### src/rtl/spi_slave.sv
// Memory-mapped SPI mode-0 slave: 8-bit MSB-first frames, single-byte TX/RX buffers,
// level RX interrupt. SCK, SS_N and MOSI are synchronised into the clk domain.
module spi_slave #(
   parameter int unsigned SYNC_STAGES = 2,
   parameter logic [7:0]  DUMMY_BYTE  = 8'hFF
) (
   input  logic        clk,
   input  logic        rst,
   input  logic [31:0] data_i,
   input  logic [31:0] addr_i,
   input  logic        we_i,
   output logic [31:0] data_o,
   input  logic        spi_clk,
   input  logic        spi_ss,
   input  logic        spi_mosi,
   output logic        spi_miso,
   output logic        spi_miso_oe,
   output logic        int_sig_o
);

   localparam logic [0:0] ST_IDLE  = 1'b0;
   localparam logic [0:0] ST_SHIFT = 1'b1;

   logic [SYNC_STAGES-1:0] sck_sync;
   logic [SYNC_STAGES-1:0] ss_sync;
   logic [SYNC_STAGES-1:0] mosi_sync;
   logic                   sck_d;
   logic                   ss_d;
   logic                   sck_s;
   logic                   ss_s;
   logic                   mosi_s;
   logic                   sck_rise;
   logic                   sck_fall;
   logic                   ss_fall;
   logic                   ss_rise;

   logic [0:0] state;
   logic [3:0] bit_cnt;
   logic [7:0] tx_sh;
   logic [7:0] rx_sh;
   logic [7:0] rx_next;
   logic [7:0] tx_buf;
   logic [7:0] rx_buf;
   logic [7:0] load_val;
   logic       en;
   logic       rx_ie;
   logic       rx_valid;
   logic       rx_ovr;
   logic       tx_empty;
   logic       busy;
   logic       tx_load;
   logic       wr_ctrl;
   logic       wr_status;
   logic       wr_tx;
   logic       unused_bits;

   assign unused_bits = ^{addr_i[31:4], data_i[31:8]};

   // Synchroniser and edge history are deliberately not reset: a reset in the middle of
   // a frame must not fabricate an ss_n edge from the still-low pin.
   always_ff @(posedge clk) begin
      sck_sync  <= {sck_sync[SYNC_STAGES-2:0], spi_clk};
      ss_sync   <= {ss_sync[SYNC_STAGES-2:0], spi_ss};
      mosi_sync <= {mosi_sync[SYNC_STAGES-2:0], spi_mosi};
      sck_d     <= sck_s;
      ss_d      <= ss_s;
   end

   assign sck_s    = sck_sync[SYNC_STAGES-1];
   assign ss_s     = ss_sync[SYNC_STAGES-1];
   assign mosi_s   = mosi_sync[SYNC_STAGES-1];
   assign sck_rise = sck_s & ~sck_d;
   assign sck_fall = ~sck_s & sck_d;
   assign ss_fall  = ~ss_s & ss_d;
   assign ss_rise  = ss_s & ~ss_d;

   assign wr_ctrl   = we_i && (addr_i[3:0] == 4'h0);
   assign wr_status = we_i && (addr_i[3:0] == 4'h4);
   assign wr_tx     = we_i && (addr_i[3:0] == 4'h8);

   assign busy     = (state == ST_SHIFT);
   assign load_val = tx_empty ? DUMMY_BYTE : tx_buf;
   assign rx_next  = {rx_sh[6:0], mosi_s};

   // A byte starts either on frame entry or on the first SCK fall after a complete byte.
   always_comb begin
      tx_load = 1'b0;
      if (state == ST_IDLE) begin
         tx_load = ss_fall && en;
      end else if (!ss_rise && !sck_rise && sck_fall && (bit_cnt == 4'd8)) begin
         tx_load = 1'b1;
      end
   end

   // Statement order resolves same-cycle conflicts: W1C before byte completion,
   // TX-buffer consumption before a new TXDATA write.
   always_ff @(posedge clk) begin
      if (rst) begin
         state       <= ST_IDLE;
         bit_cnt     <= '0;
         tx_sh       <= '0;
         rx_sh       <= '0;
         tx_buf      <= '0;
         rx_buf      <= '0;
         en          <= 1'b0;
         rx_ie       <= 1'b0;
         rx_valid    <= 1'b0;
         rx_ovr      <= 1'b0;
         tx_empty    <= 1'b1;
         spi_miso    <= 1'b0;
         spi_miso_oe <= 1'b0;
         int_sig_o   <= 1'b0;
      end else begin
         int_sig_o <= rx_ie & rx_valid;

         if (wr_ctrl) begin
            en    <= data_i[0];
            rx_ie <= data_i[1];
         end
         if (wr_status) begin
            if (data_i[0]) rx_valid <= 1'b0;
            if (data_i[2]) rx_ovr   <= 1'b0;
         end

         if (tx_load) begin
            tx_sh    <= load_val;
            spi_miso <= load_val[7];
            bit_cnt  <= '0;
            tx_empty <= 1'b1;
         end
         if (wr_tx) begin
            tx_buf   <= data_i[7:0];
            tx_empty <= 1'b0;
         end

         case (state)
            ST_IDLE: begin
               if (ss_fall && en) begin
                  state       <= ST_SHIFT;
                  spi_miso_oe <= 1'b1;
               end
            end
            default: begin
               if (ss_rise) begin
                  state       <= ST_IDLE;
                  spi_miso_oe <= 1'b0;
                  spi_miso    <= 1'b0;
                  bit_cnt     <= '0;
               end else if (sck_rise) begin
                  rx_sh   <= rx_next;
                  bit_cnt <= bit_cnt + 4'd1;
                  if (bit_cnt == 4'd7) begin
                     rx_buf   <= rx_next;
                     rx_valid <= 1'b1;
                     if (rx_valid) rx_ovr <= 1'b1;
                  end
               end else if (sck_fall && (bit_cnt >= 4'd1) && (bit_cnt <= 4'd7)) begin
                  tx_sh    <= {tx_sh[6:0], 1'b0};
                  spi_miso <= tx_sh[6];
               end
            end
         endcase
      end
   end

   always_comb begin
      data_o = '0;
      case (addr_i[3:0])
         4'h0:    data_o = {30'd0, rx_ie, en};
         4'h4:    data_o = {28'd0, busy, rx_ovr, tx_empty, rx_valid};
         4'hC:    data_o = {24'd0, rx_buf};
         default: data_o = '0;
      endcase
   end

endmodule

### config.mk
export PLATFORM = sky130hd
export DESIGN_NAME = spi_slave
export DESIGN_NICKNAME = d
export VERILOG_FILES = /design/src/rtl/spi_slave.sv
export SDC_FILE = /design/constraint.sdc
export NUM_CORES = 1
export LEC_CHECK = 0
export CORE_ASPECT_RATIO = 1.4
export CORE_UTILIZATION = 25
export CTS_CLUSTER_DIAMETER = 30
export DETAILED_ROUTE_END_ITERATION = 10
export GPL_ROUTABILITY_DRIVEN = 0
export HOLD_SLACK_MARGIN = 0.12
export PLACE_DENSITY = 0.52
export RECOVER_POWER = 25
export SYNTH_ARGS = -nofsm -noshare
export SYNTH_HDL_FRONTEND = slang
export SYNTH_SLANG_ARGS = --single-unit
### constraint.sdc
create_clock -name clk -period 1.55 [get_ports clk]
set_input_delay 0.31 -clock clk [delete_from_list [all_inputs] [get_ports clk]]
set_output_delay 0.31 -clock clk [all_outputs]
set_load 0.02 [all_outputs]
* Word-level counts from Yosys, hierarchy flattened *
Cells that the tools add are included.
W data, S select, Z words.

cells by class
  $add $sub $neg = 1
  order comparisons = 2
  eq/ne operators = 6
  muxes and demuxes = 39
  bitwise operators = 10
  reductions and logical operators = 17

operators by type and width
  kind                   number
  $mux W8                6
  $mux W1                28
  $pmux W8 S3            1
  $mux W4                4
  $eq A4 B4 Y1 const B   3
  $logic_and A1 B1 Y1    9
  $eq A4 B3 Y1 const B   2
  $and A1 B1 Y1          5
  $not A1 Y1             5
  $add A4 B1 Y4 const B  1
  $ge A4 B1 Y1 const B   1
  $le A4 B3 Y1 const B   1
  $logic_not A4 Y1       1
  $reduce_and A4 Y1      1
  $reduce_bool A2 Y1     2
  $reduce_and A3 Y1      1
  $logic_not A1 Y1       2
  $ne A2 B2 Y1 const B   1
  $reduce_and A2 Y1      1

storage, ports and cells
  flip-flop bits (word level) = 52
  output and inout bits = 35

* Logic depth before layout (Yosys ltp) *
  word-level depth = 13
  gate-level depth with buffers = 7
  mapped depth without buffers = 6

* Worst setup path after synthesis *
Ideal clock, no wire load.

  path type = register to register
  from = reg bit_cnt[0]
  to = reg bit_cnt[3]
  arrival = 1.453 ns
  data required time = 1.459 ns
  slack = 0.006 ns
  cell stages (with the launch flop) = 7
  buffers on the path = 0
  clock period less this slack = 1.544 ns
  cell sequence = dfxtp_1 -> inv_1 -> ha_1 -> and4b_1 -> a211oi_2 -> o21ai_1 -> a311oi_1

on the way
  word-level cells in the longest chain between the ends = 8

ends and longest elaborated chain
  what                    line  text
  start, declared         38    logic [3:0] bit_cnt;
  start signal, assigned  151   bit_cnt <= bit_cnt + 4'd1;
  $eq A4 B4 Y1            90    end else if (!ss_rise && !sck_rise && sck_fall && (bit_cnt == 4'd8)) begin
  $logic_and A1 B1 Y1     90
  $mux W1                 90
  $mux W1                 88    if (state == ST_IDLE) begin
  $mux W4                 125   if (tx_load) begin
  $mux W4                 149   end else if (sck_rise) begin
  $mux W4                 144   if (ss_rise) begin
  $mux W4 (*)             136   case (state)

Mark *: on every way between the ends. The rest lies on a longest branch, timed or not.
A chain may end at the register's enable or synchronous reset.

* Worst setup path in the final report *
  from = reg bit_cnt[1]
  to = reg tx_sh[6]

on the way
  word-level cells in the longest chain between the ends = 9

ends and longest elaborated chain
  what                  line  text
  $eq A4 B4 Y1          90
  $logic_and A1 B1 Y1   90
  $mux W1               90
  $mux W1               88
  $mux W8               125
  $mux W8               157   end else if (sck_fall && (bit_cnt >= 4'd1) && (bit_cnt <= 4'd7)) begin
  $mux W8               149
  $mux W8               144
  $mux W8 (*)           136
  end signal, assigned  126   tx_sh <= load_val;
  end signal, assigned  158   tx_sh <= {tx_sh[6:0], 1'b0};
  end, declared         39    logic [7:0] tx_sh;

Marks and branches as above.

==> flow_summary.toml <==
[layout]
seqCellArea_sq_um = 1030
final_area_sq_um = 3110
drive_gt1_share_pct = 30.1
area_growth_pct = 33.7
nets = 372
num_antenna_cells = 0
fillCellCount = 943
final_util_pct = 34.5
multi_input_area_sq_um = 1250

[critical_path]
worstSetupPathType = "reg2reg"
r2r-end = "tx_sh[6]"
crit_arrival_ns = 1.80
path_buf_inv = 2
critPathSlowestCell = "or3b_1"
critPathTopFamily = "simple AND/OR/NAND/NOR gates"
crit_required_ns = 1.73
path_cells = "inv_4, buf_6, ha_4, or3b_1, nand4_1, nor2_4, o2bb2ai_1"
critical_path_depth = 7
cp-end-kind = "register"
startpoint_type = "register"
cp_max_fo = 7
cp-startpoint = "bit_cnt[1]"
reg2reg_from = "bit_cnt[1]"
crit_path_end = "tx_sh[6]"
reg2reg_slack_ns = -0.07
ff2ff_path_depth = 7
critPathMaxStageDelay_ns = 0.39

[clocking]
cts_root_buffer = "clkbuf_16"
cts_buffers = 5
numClockSinks = 51
cts_tree = "built"
clk_latency_ns = 0.29
clk_pin_slew_ns = 0.07
clockBufferDepth = 2
htree_levels = 2
cts_hold_buf = 0

[floorplanning]
io_pins = 105
fp.coreArea_sq_um = 9030
die-area_sq_um = 9700
num_rows = 41
die_w_um = 83.5
initial_core_util_pct = 25.8
die_h_um = 116

[detailed_routing]
drt_iter0_drc = 58
wl_um = 4930
vias = 1802
drt-vias-per-instance = 4.44
firstDrtPassIters = 4
antenna_left = 0
drc = 0
wl_per_cell_um = 12.1

[global_route]
grt_max_degree = 25
antenna_found_initial = 0
grt_usage_pct = 10.0
grt_pass1_vias = 1607
grt_pass1_wl_um = 7730
grt_overflow = 0

[sta]
worst_slack_ns = -0.0688
setup_violations = 8
hold_viol_final = 0
skew_ns = 0.00673
rsz0062_at_grt = "true"
period_needed_ns = 1.62
fin_setup_tns_ns = -0.508
max_freq_mhz = 618
whs_ns = 0.328
slew_violations = 0
finalCritPeriodShare_pct = 104

[yosys]
synth_edf_count = 0
syn_avg_cell_area_sq_um = 9.58
synth_flop_cell = "dfxtp_1"
yosysSeqAreaShare_pct = 43.9
yosysWarnings = 0
synthesis.area_sq_um = 2330
postSynth.asyncResetShare_pct = 0
ys_types = 45
netlist_instances = 243
synth_seq_cells = 51

[status]
status = "complete, but fails checks"
violations = "setup timing"

[power]
switching_share_pct = 24.3
leakage_nw = 1.32
pwr-share-clk_pct = 42.2
pwr-share-comb_pct = 7.9
vdd_drop_max_uv = 432
switchingPower_mw = 0.652
p_seq_share_pct = 49.9
power.density_nw_per_um2 = 863
p_int_mw = 2.03

[place]
dpl-instance-area_sq_um = 2810
portBuffers = 28
dp_hpwl_um = 3490

[min_path]
hold_class = "reg2reg"

[job]
cap_viol_max_count = 0
## synthesized netlist by cell type, types with 3 or more instances
cell type,number,area share [%]
mux2i_1,23,9.9
nand4_1,4,1.1
nand3_1,3,0.64
buf_2,4,0.86
a21oi_1,15,3.2
inv_1,4,0.64
o21ai_1,3,0.64
o2bb2ai_1,7,2.6
clkbuf_1,4,0.64
buf_4,25,8.1
dfxtp_1,51,44
nand2_1,23,3.7
nor2_1,23,3.7
or2_2,7,1.9
and2_1,4,1.1
ha_1,4,2.2
nand2b_1,3,0.81
## state kept, by name, indices dropped and copies added, names as in the netlist
register / flops
rx_buf: 8
tx_buf: 8
rx_sh: 7
tx_sh: 7
bit_cnt: 4
mosi_sync: 2
sck_sync: 2
ss_sync: 2
busy: 1
en: 1
int_sig_o: 1
rx_ie: 1
rx_ovr: 1
rx_valid: 1
sck_d: 1
spi_miso: 1
spi_miso_oe: 1
ss_d: 1
tx_empty: 1
## layout by cell type (no fill, tap or decap), types with 3 or more instances in the layout
cell type	instances
a21oi_1	15
and2_1	4
buf_2	4
buf_4	25
buf_6	9
clkbuf_16	5
clkbuf_2	3
clkdlybuf4s50_1	11
conb_1	24
dfxtp_1	47
dfxtp_2	4
dlygate4sd2_1	3
dlygate4sd3_1	3
ha_4	3
mux2i_1	22
nand2_1	23
nand3_1	3
nand4_1	4
nor2_1	21
o2bb2ai_1	4
o2bb2ai_2	3
or2_2	7
## power groups by stage
stage,Sequential [mW],Combinational (mW),Clock (mW)
2_1_floorplan,1.37,0.159,0
3_3_place_gp,1.37,0.209,0
3_5_place_dp,1.37,0.208,0
4_1_cts,1.34,0.209,1.17
5_1_grt,1.34,0.229,1.22
6_report,1.34,0.213,1.13
## area by class of cell
class                      instances  area share, %
multi-input combinational        176           40.1
clock inverter                     3          0.925
timing repair buffer              60           17.1
clock buffer                       5           4.02
tap                              107           4.30
inverter                           4          0.563
sequential                        51           33.0
## worst min-delay path by stage
stage,start,slack (ns),end,cells past startpoint
final,ss_sync[0],0.33,ss_sync[1],0
after global routing,mosi_sync[0],0.34,mosi_sync[1],0
after CTS,ss_sync[0],0.33,ss_sync[1],0
after detailed placement,ss_sync[0],0.31,ss_sync[1],0
after global placement,ss_sync[0],0.31,ss_sync[1],0
after floorplan,mosi_sync[0],0.31,mosi_sync[1],0
## metrics by stage
step	worst slack (ns)	std cells	power (mW)
floorplan	0.00593	266	1.53
global placement	-0.722	392	1.58
CTS	-0.0280	400	2.71
detailed placement	-0.729	392	1.58
global route	-0.137	406	2.79
finish	-0.0688	406	2.68
## worst register-to-register path: stages (launching register included)
cell and delay, ns:
dfxtp_2 0.36, inv_4 0.05, buf_6 0.12, ha_4 0.14, or3b_1 0.39, nand4_1 0.21, nor2_4 0.11, o2bb2ai_1 0.13
## per-layer routing
| metal | up-vias | wire [um] | track usage (%) |
|---|---|---|---|
| li1 | 899 | - | - |
| met1 | 855 | 2280 | 12.2 |
| met2 | 42 | 2420 | 17.6 |
| met3 | 6 | 177 | 2.47 |
| met4 | 0 | 48 | 3.05 |
| met5 | - | 0 | 0 |
## kinds of logic after synthesis
family / count (synthesis) / share of synthesized area, %
flops: 51 / 43.9
compound gates: 41 / 13.1
other cells: 1 / 0.161
mux: 25 / 10.9
simple gates: 82 / 19.0
fa+ha+maj: 4 / 2.15
buf+inv: 39 / 10.9
## what timing repair did
action | CTS | global route
gates resized for setup | 65 | 25
pin swaps | 8 | 14
setup endpoints to repair | 21 | 29
buffers inserted | 0 | 6
cloned | 1 | 0
(Power assumes the default switching activity.)
